==> config.mk <==
export PLATFORM = sky130hd
export DESIGN_NAME = sys_array_stream_ctrl
export DESIGN_NICKNAME = d
export VERILOG_FILES = /design/src/rtl/sys_array_stream_ctrl.sv
export SDC_FILE = /design/constraint.sdc
export NUM_CORES = 1
export LEC_CHECK = 0
export ABC_CLOCK_PERIOD_IN_PS = 2000
export BUFFER_PORTS_ARGS = -buffer_cell sky130_fd_sc_hd__buf_2
export CORE_ASPECT_RATIO = 0.75
export CORE_MARGIN = 2
export CORE_UTILIZATION = 25
export DETAILED_ROUTE_END_ITERATION = 8
export GPL_ROUTABILITY_DRIVEN = 0
export PLACE_DENSITY = 0.5
export SLEW_MARGIN = 20
export SYNTH_ARGS = -nofsm -noshare
export SYNTH_HDL_FRONTEND = slang
export SYNTH_SLANG_ARGS = --single-unit
==> constraint.sdc <==
create_clock -name clk -period 2 [get_ports clk]
set_clock_uncertainty 0.2 [all_clocks]
set_input_delay 0.3 -clock clk [delete_from_list [all_inputs] [get_ports clk]]
set_output_delay 0.3 -clock clk [all_outputs]
set_load 0.01 [all_outputs]
==> src/rtl/sys_array_stream_ctrl.sv <==
// sys_array_stream_ctrl
// Stream front-end for a systolic-array fetcher. Collects a weight matrix W
// and a data matrix A from a single valid/ready input stream (row-major),
// strobes the fetcher to load weights and start the computation, captures the
// fetcher's result matrix and replays it row-major on a valid/ready output
// stream with an end-of-frame marker.
//
// Optional feature: define SYS_ARRAY_WEIGHT_REUSE_EN to add the keep_weights
// input, which lets a frame skip the weight phase when weights already loaded
// into the fetcher are still valid.
module sys_array_stream_ctrl #(
  parameter int DATA_WIDTH = 8,
  parameter int ARRAY_A_W  = 4,
  parameter int ARRAY_A_L  = 4,
  parameter int ARRAY_W_W  = 4,
  parameter int ARRAY_W_L  = 4
) (
  input  logic                           clk,
  input  logic                           reset_n,
`ifdef SYS_ARRAY_WEIGHT_REUSE_EN
  input  logic                           keep_weights,
`endif
  input  logic                           s_valid,
  input  logic signed [DATA_WIDTH-1:0]   s_data,
  output logic                           s_ready,
  output logic                           m_valid,
  output logic signed [2*DATA_WIDTH-1:0] m_data,
  output logic                           m_last,
  input  logic                           m_ready,
  output logic                           weights_load,
  output logic                           start_comp,
  output logic signed [DATA_WIDTH-1:0]   input_data [ARRAY_A_W][ARRAY_A_L],
  output logic signed [DATA_WIDTH-1:0]   weights    [ARRAY_W_W][ARRAY_W_L],
  input  logic                           fetch_ready,
  input  logic signed [2*DATA_WIDTH-1:0] fetch_out  [ARRAY_A_W][ARRAY_W_L],
  output logic                           busy
);

  localparam int W_N  = ARRAY_W_W * ARRAY_W_L;
  localparam int A_N  = ARRAY_A_W * ARRAY_A_L;
  localparam int R_N  = ARRAY_A_W * ARRAY_W_L;
  localparam int W_CW = (W_N > 1) ? $clog2(W_N) : 1;
  localparam int A_CW = (A_N > 1) ? $clog2(A_N) : 1;
  localparam int R_CW = (R_N > 1) ? $clog2(R_N) : 1;

  localparam logic [2:0] IDLE     = 3'd0;
  localparam logic [2:0] LOAD_W   = 3'd1;
  localparam logic [2:0] PULSE_WL = 3'd2;
  localparam logic [2:0] LOAD_A   = 3'd3;
  localparam logic [2:0] START    = 3'd4;
  localparam logic [2:0] WAIT     = 3'd5;
  localparam logic [2:0] DRAIN    = 3'd6;

  logic [2:0]      state, state_d;
  logic [W_CW-1:0] w_cnt, w_cnt_d;
  logic [A_CW-1:0] a_cnt, a_cnt_d;
  logic [R_CW-1:0] r_cnt, r_cnt_d;
  logic            w_beat, a_beat, res_latch;

  // Flat row-major storage; the matrix ports are views onto these.
  logic signed [DATA_WIDTH-1:0]   w_mem      [W_N];
  logic signed [DATA_WIDTH-1:0]   a_mem      [A_N];
  logic signed [2*DATA_WIDTH-1:0] res_buf    [R_N];
  logic signed [2*DATA_WIDTH-1:0] fetch_flat [R_N];

`ifdef SYS_ARRAY_WEIGHT_REUSE_EN
  logic w_valid;
`endif

  for (genvar r = 0; r < ARRAY_W_W; r++) begin : g_w_row
    for (genvar c = 0; c < ARRAY_W_L; c++) begin : g_w_col
      assign weights[r][c] = w_mem[r*ARRAY_W_L + c];
    end
  end

  for (genvar r = 0; r < ARRAY_A_W; r++) begin : g_a_row
    for (genvar c = 0; c < ARRAY_A_L; c++) begin : g_a_col
      assign input_data[r][c] = a_mem[r*ARRAY_A_L + c];
    end
  end

  for (genvar r = 0; r < ARRAY_A_W; r++) begin : g_f_row
    for (genvar c = 0; c < ARRAY_W_L; c++) begin : g_f_col
      assign fetch_flat[r*ARRAY_W_L + c] = fetch_out[r][c];
    end
  end

  // Result element is a mux off registered state, so it holds while stalled.
  assign m_data = m_valid ? res_buf[r_cnt] : '0;

  // Next-state and counter logic; counters return to zero on every exit.
  always_comb begin
    state_d   = state;
    w_cnt_d   = w_cnt;
    a_cnt_d   = a_cnt;
    r_cnt_d   = r_cnt;
    w_beat    = 1'b0;
    a_beat    = 1'b0;
    res_latch = 1'b0;
    case (state)
      IDLE: begin
        if (s_valid) begin
`ifdef SYS_ARRAY_WEIGHT_REUSE_EN
          state_d = (keep_weights && w_valid) ? LOAD_A : LOAD_W;
`else
          state_d = LOAD_W;
`endif
        end
      end
      LOAD_W: begin
        if (s_valid && s_ready) begin
          w_beat = 1'b1;
          if (w_cnt == W_CW'(W_N - 1)) begin
            w_cnt_d = '0;
            state_d = PULSE_WL;
          end else begin
            w_cnt_d = w_cnt + 1'b1;
          end
        end
      end
      PULSE_WL: state_d = LOAD_A;
      LOAD_A: begin
        if (s_valid && s_ready) begin
          a_beat = 1'b1;
          if (a_cnt == A_CW'(A_N - 1)) begin
            a_cnt_d = '0;
            state_d = START;
          end else begin
            a_cnt_d = a_cnt + 1'b1;
          end
        end
      end
      START: state_d = WAIT;
      WAIT: begin
        if (fetch_ready) begin
          res_latch = 1'b1;
          state_d   = DRAIN;
        end
      end
      DRAIN: begin
        if (m_valid && m_ready) begin
          if (r_cnt == R_CW'(R_N - 1)) begin
            r_cnt_d = '0;
            state_d = IDLE;
          end else begin
            r_cnt_d = r_cnt + 1'b1;
          end
        end
      end
      default: state_d = IDLE;
    endcase
  end

  // State, counters and registered state decodes for the handshake/strobe outputs.
  always_ff @(posedge clk or negedge reset_n) begin
    if (!reset_n) begin
      state        <= IDLE;
      w_cnt        <= '0;
      a_cnt        <= '0;
      r_cnt        <= '0;
      s_ready      <= 1'b0;
      m_valid      <= 1'b0;
      m_last       <= 1'b0;
      weights_load <= 1'b0;
      start_comp   <= 1'b0;
      busy         <= 1'b0;
    end else begin
      state        <= state_d;
      w_cnt        <= w_cnt_d;
      a_cnt        <= a_cnt_d;
      r_cnt        <= r_cnt_d;
      s_ready      <= (state_d == LOAD_W) || (state_d == LOAD_A);
      m_valid      <= (state_d == DRAIN);
      m_last       <= (state_d == DRAIN) && (r_cnt_d == R_CW'(R_N - 1));
      weights_load <= (state_d == PULSE_WL);
      start_comp   <= (state_d == START);
      busy         <= (state_d != IDLE);
    end
  end

  // Matrix storage and result capture; matrices hold until overwritten.
  always_ff @(posedge clk or negedge reset_n) begin
    if (!reset_n) begin
      for (int i = 0; i < W_N; i++) w_mem[i] <= '0;
      for (int i = 0; i < A_N; i++) a_mem[i] <= '0;
      for (int i = 0; i < R_N; i++) res_buf[i] <= '0;
    end else begin
      if (w_beat) w_mem[w_cnt] <= s_data;
      if (a_beat) a_mem[a_cnt] <= s_data;
      if (res_latch) begin
        for (int i = 0; i < R_N; i++) res_buf[i] <= fetch_flat[i];
      end
    end
  end

`ifdef SYS_ARRAY_WEIGHT_REUSE_EN
  // Remembers that the fetcher holds a loaded weight set.
  always_ff @(posedge clk or negedge reset_n) begin
    if (!reset_n) begin
      w_valid <= 1'b0;
    end else if (state == PULSE_WL) begin
      w_valid <= 1'b1;
    end
  end
`endif

endmodule
==> results.md <==
Status:
- The flow ran to the end, but the final reports show violations.
- The checks that failed: negative setup slack.

Worst setup path:
- The critical register-to-register path startpoint is r_cnt[0].
- STA classifies the critical path endpoint as a primary output.
- The startpoint class of the critical path is a flip-flop.
- Data on the critical path is required at its endpoint by approximately 1.5 ns.
- The setup path with the least slack is of type reg2out.
- The worst-case register-to-register setup slack is -0.06 ns.
- The biggest fanout along the worst timing path is 7.
- The number of cells traversed by the worst register-to-register path is 7.
- At the worst endpoint, the arrival time is roughly 2.5 ns.
- The capturing point of the worst reg2reg path is busy.

Clock tree:
- The CTS clock-pin slew for the worst setup and hold paths is about 0.06 ns.
- The clock tree buffer depth is 3.
- The clock insertion delay at the later pin of the skew report is 0.63 ns.
- The number of clock buffers inserted by TritonCTS is 59.
- The tree is rooted in a sky130_fd_sc_hd__clkbuf_16.
- The clock net in this run drives a total of around 530 sinks.
- The TritonCTS clock tree is done.
- The H-tree was split into 2 levels.

Die:
- The die covers slightly above 90,000 µm².
- The chip width is approximately 350 µm.
- The core footprint is 88,100 µm².
- The die is roughly 260 µm tall.
- The effective utilization at floorplan is 25.3%.
- After floorplanning, the core was divided into between 90 and 100 placement rows.
- The count of pins on the block boundary is about 550.

Synth:
- Of the total synthesized cell area, the portion taken by AND, OR, NAND and NOR gates is under 10%.
- The synthesized netlist devotes 0.504% of its cell area to adder and majority cells.
- The cell area after synthesis is between 20,000 and 25,000 µm².
- After synthesis, the cell types taking the most area are sky130_fd_sc_hd__dfrtp_1 (60%), sky130_fd_sc_hd__mux2_2 (26%), sky130_fd_sc_hd__mux4_2 (6.5%).
- After synthesis, the largest family of logic cells by area is multiplexers.
- Of all flip-flops after synthesis, the portion carrying an async set or reset was 100%.
- Yosys printed 0 warnings.
- Counting instances in the post-synthesis netlist gives the leading cell types as sky130_fd_sc_hd__dfrtp_1 (533), sky130_fd_sc_hd__mux2_2 (507), sky130_fd_sc_hd__mux4_2 (64).
- The number of synthesized flops with an enable pin is 0.
- The dominant cell type by area after synthesis is sky130_fd_sc_hd__dfrtp_1.
- Sequential cells were found to cover between 50% and 60% of the synthesized design area.
- Dividing the synthesized area by the synthesized cell count gives around 16 µm².
- The xor/xnor cell area share of the yosys netlist is 0.0785%.
- The cell count after synthesis came out at 1,372.
- Measured against the total synthesized area, the mux share comes to between 30% and 40%.
- The area share of the largest cell type after synthesis is 59.8%.
- The number of unique standard cell types used by synthesis is 50.
- The cell with the most instances after synthesis is sky130_fd_sc_hd__dfrtp_1.
- Counting every net in the synthesized netlist gives 1,650.
- The compound-cell area share of the yosys netlist is 1.11%.
- The most common flop cell mapped by yosys is sky130_fd_sc_hd__dfrtp_1.
- The synthesized design contains roughly 530 register bits.

Routing:
- In this run the remaining antenna-violating nets after routing total 0.
- The DRC violation count after routing is 0.
- Detailed routing inserted a total of 15.7k vias.
- Wires add up to between 70,000 and 80,000 µm.
- The number of detailed-route iterations in the first pass is 4.
- The first routing iteration left 573 violations.
- The vias per cell is around 4.5.
- In the final routed layout, each cell accounts on average for 21.7 µm.

Global route:
- The pin count of the biggest net entering global routing is 62.
- The global-route wire length before repair is about 110,000 µm.
- The number of antenna violations at the first check in global routing was 10.
- The number of global-route vias before repair was about 17k.
- Global routing consumed, over all layers together, between 15 and 20% of the routing resources.
- Summed over all layers, the global routing overflow is 0.

Cells and area:
- At the end of the flow, the number of nets in the layout was between 2k and 3k.
- The number of standard cells in the final layout excluding fillers is between 3k and 4k.
- Compared with the post-synthesis result, the final layout area differs by 48.0%.
- The filler cell count is about 8.4k.
- The area taken by multi-input logic gates is between 8000 and 9000 µm².
- The area taken by flip-flops and latches is 13,300 µm².
- The post-route netlist has 60.8% of its cells at a drive strength greater than 1.

STA:
- Subtracting the final worst setup slack from the clock period gives between 3 and 4 ns.
- Across all setup checks in the final design, the least slack found is -1.03 ns.
- The share of the cycle needed by the critical path after routing is 152%.
- After routing, the total negative slack on setup checks comes to -16.11 ns.
- The maximum clock frequency is 0.330 GHz.
- Headroom to the max-slew limit came out at 38.4%.
- Setup violations remaining at the end of the flow were counted as 17.
- The number of hold violations in the final report is 0.
- Setup repair after global routing could not meet its margin everywhere.
- The total count of max-transition violations in the final report is 0.
- The slew of the pin with the lowest slew margin is slightly above 0.9 ns.

Placed design:
- The worst slack at placement is -0.451 ns.
- Input and output buffers added on the ports amount to 546.
- The instance count after placement with tap cells included is around 3.1k.
- The detailed placer's ending HPWL is between 50,000 and 60,000 µm.

Power:
- After layout, the design draws a total of about 43 mW.
- In this run the power density over the cells is around 1300 nW/µm².
- The static power due to leakage is around 17 nW.
- Across the VDD grid, the largest voltage drop is around 0.7 mV.

Run:
- The number of maximum-capacitance constraint violations is 0.

Worst hold path:
- In this run the worst hold path is classified as in2async.
==> worst max-delay path, cell delays in order (launching register included) <==
cell and delay [ns]:
sky130_fd_sc_hd__dfrtp_4 0.53, sky130_fd_sc_hd__buf_12 0.15, sky130_fd_sc_hd__buf_12 0.13, sky130_fd_sc_hd__buf_16 0.14, sky130_fd_sc_hd__mux4_2 0.41, sky130_fd_sc_hd__mux2i_1 0.16
sky130_fd_sc_hd__buf_4 0.16, sky130_fd_sc_hd__o22ai_2 0.07, sky130_fd_sc_hd__buf_2 0.16
==> metrics by stage <==
step                      hold slack, ns  utilization, %  cell area, µm²
after global routing              0.0282            37.5           33000
after floorplan                   -0.196               -           22400
after global placement            0.0901            31.1           27400
final                             0.0492            37.5           33000
after detailed placement          0.0860            31.1           27400
after CTS                        0.00886            37.1           32700
==> logic make-up after synthesis <==
logic type | Yosys count
flops | 533
simple gates | 81
xor+xnor | 2
buf+inv | 98
compound gates | 39
mux | 610
fa+ha+maj | 9
==> flip-flops by register name (all words and copies together), names as in the netlist <==
name and count:
res_buf 256, input_data 128, weights 128, a_cnt 4, r_cnt 4, w_cnt 4
state 3, busy 1, m_last 1, m_valid 1, s_ready 1, start_comp 1
weights_load 1
==> cell type report <==
cell class | instances | share of cell area, %
clock buffer | 83 | 5.11
tap | 1152 | 4.36
timing repair buffer | 955 | 21.8
antenna | 6 | 0.0455
clock inverter | 25 | 1.17
inverter | 12 | 0.144
sequential | 533 | 40.4
multi-input combinational | 741 | 27.0
==> power breakdown <==
part	total (mW)	switching [mW]	internal [mW]
clock network	11.7	4.64	7.03
registers	18.0	2.71	15.3
logic	13.0	5.62	7.37
==> layer usage <==
metal	part of all wire, %	routed length (µm)	global-route usage [%]
met5	0.067	51	0
met1	44	33300	21.7
met4	3.1	2350	5.30
met2	47	35900	26.4
met3	5.7	4340	3.40
==> layout by cell type (no fill, tap or decap), types with 7 or more instances in the layout <==
cell,synthesis,final
sky130_fd_sc_hd__nand3_4,0,10
sky130_fd_sc_hd__clkbuf_8,0,10
sky130_fd_sc_hd__nand2_1,19,15
sky130_fd_sc_hd__mux2_4,0,12
sky130_fd_sc_hd__mux2_1,7,7
sky130_fd_sc_hd__buf_4,4,82
sky130_fd_sc_hd__mux2i_1,32,23
sky130_fd_sc_hd__bufinv_16,0,9
sky130_fd_sc_hd__buf_16,0,7
sky130_fd_sc_hd__dlygate4sd3_1,0,267
sky130_fd_sc_hd__o21ai_0,9,8
sky130_fd_sc_hd__o22ai_1,16,7
sky130_fd_sc_hd__clkinv_2,0,8
sky130_fd_sc_hd__clkbuf_1,37,13
sky130_fd_sc_hd__mux2i_2,0,8
sky130_fd_sc_hd__clkbuf_16,0,61
sky130_fd_sc_hd__o22ai_2,0,8
sky130_fd_sc_hd__mux4_2,64,64
sky130_fd_sc_hd__buf_6,1,16
sky130_fd_sc_hd__buf_12,0,37
sky130_fd_sc_hd__buf_2,40,542
sky130_fd_sc_hd__inv_1,11,10
sky130_fd_sc_hd__mux2_2,507,495
sky130_fd_sc_hd__dfrtp_1,533,528
==> worst max-delay path by stage <==
stage	from	depth (start not counted)	endpoint
after detailed placement	r_cnt[0]	6	m_data[15]
after global routing	r_cnt[0]	8	m_data[10]
final	r_cnt[0]	8	m_data[8]
after floorplan	a_cnt[0]	6	busy
after global placement	r_cnt[0]	6	m_data[15]
after CTS	r_cnt[0]	7	m_data[6]
==> what timing repair did <==
item,4_1_cts,5_1_grt
hold buffers,267,0
gates resized for setup,58,56
buffers inserted,10,6
hold endpoints to repair,953,0
cloned,5,2
pin swaps,10,10
setup endpoints to repair,88,156
Power figures use the tool's default switching activity.
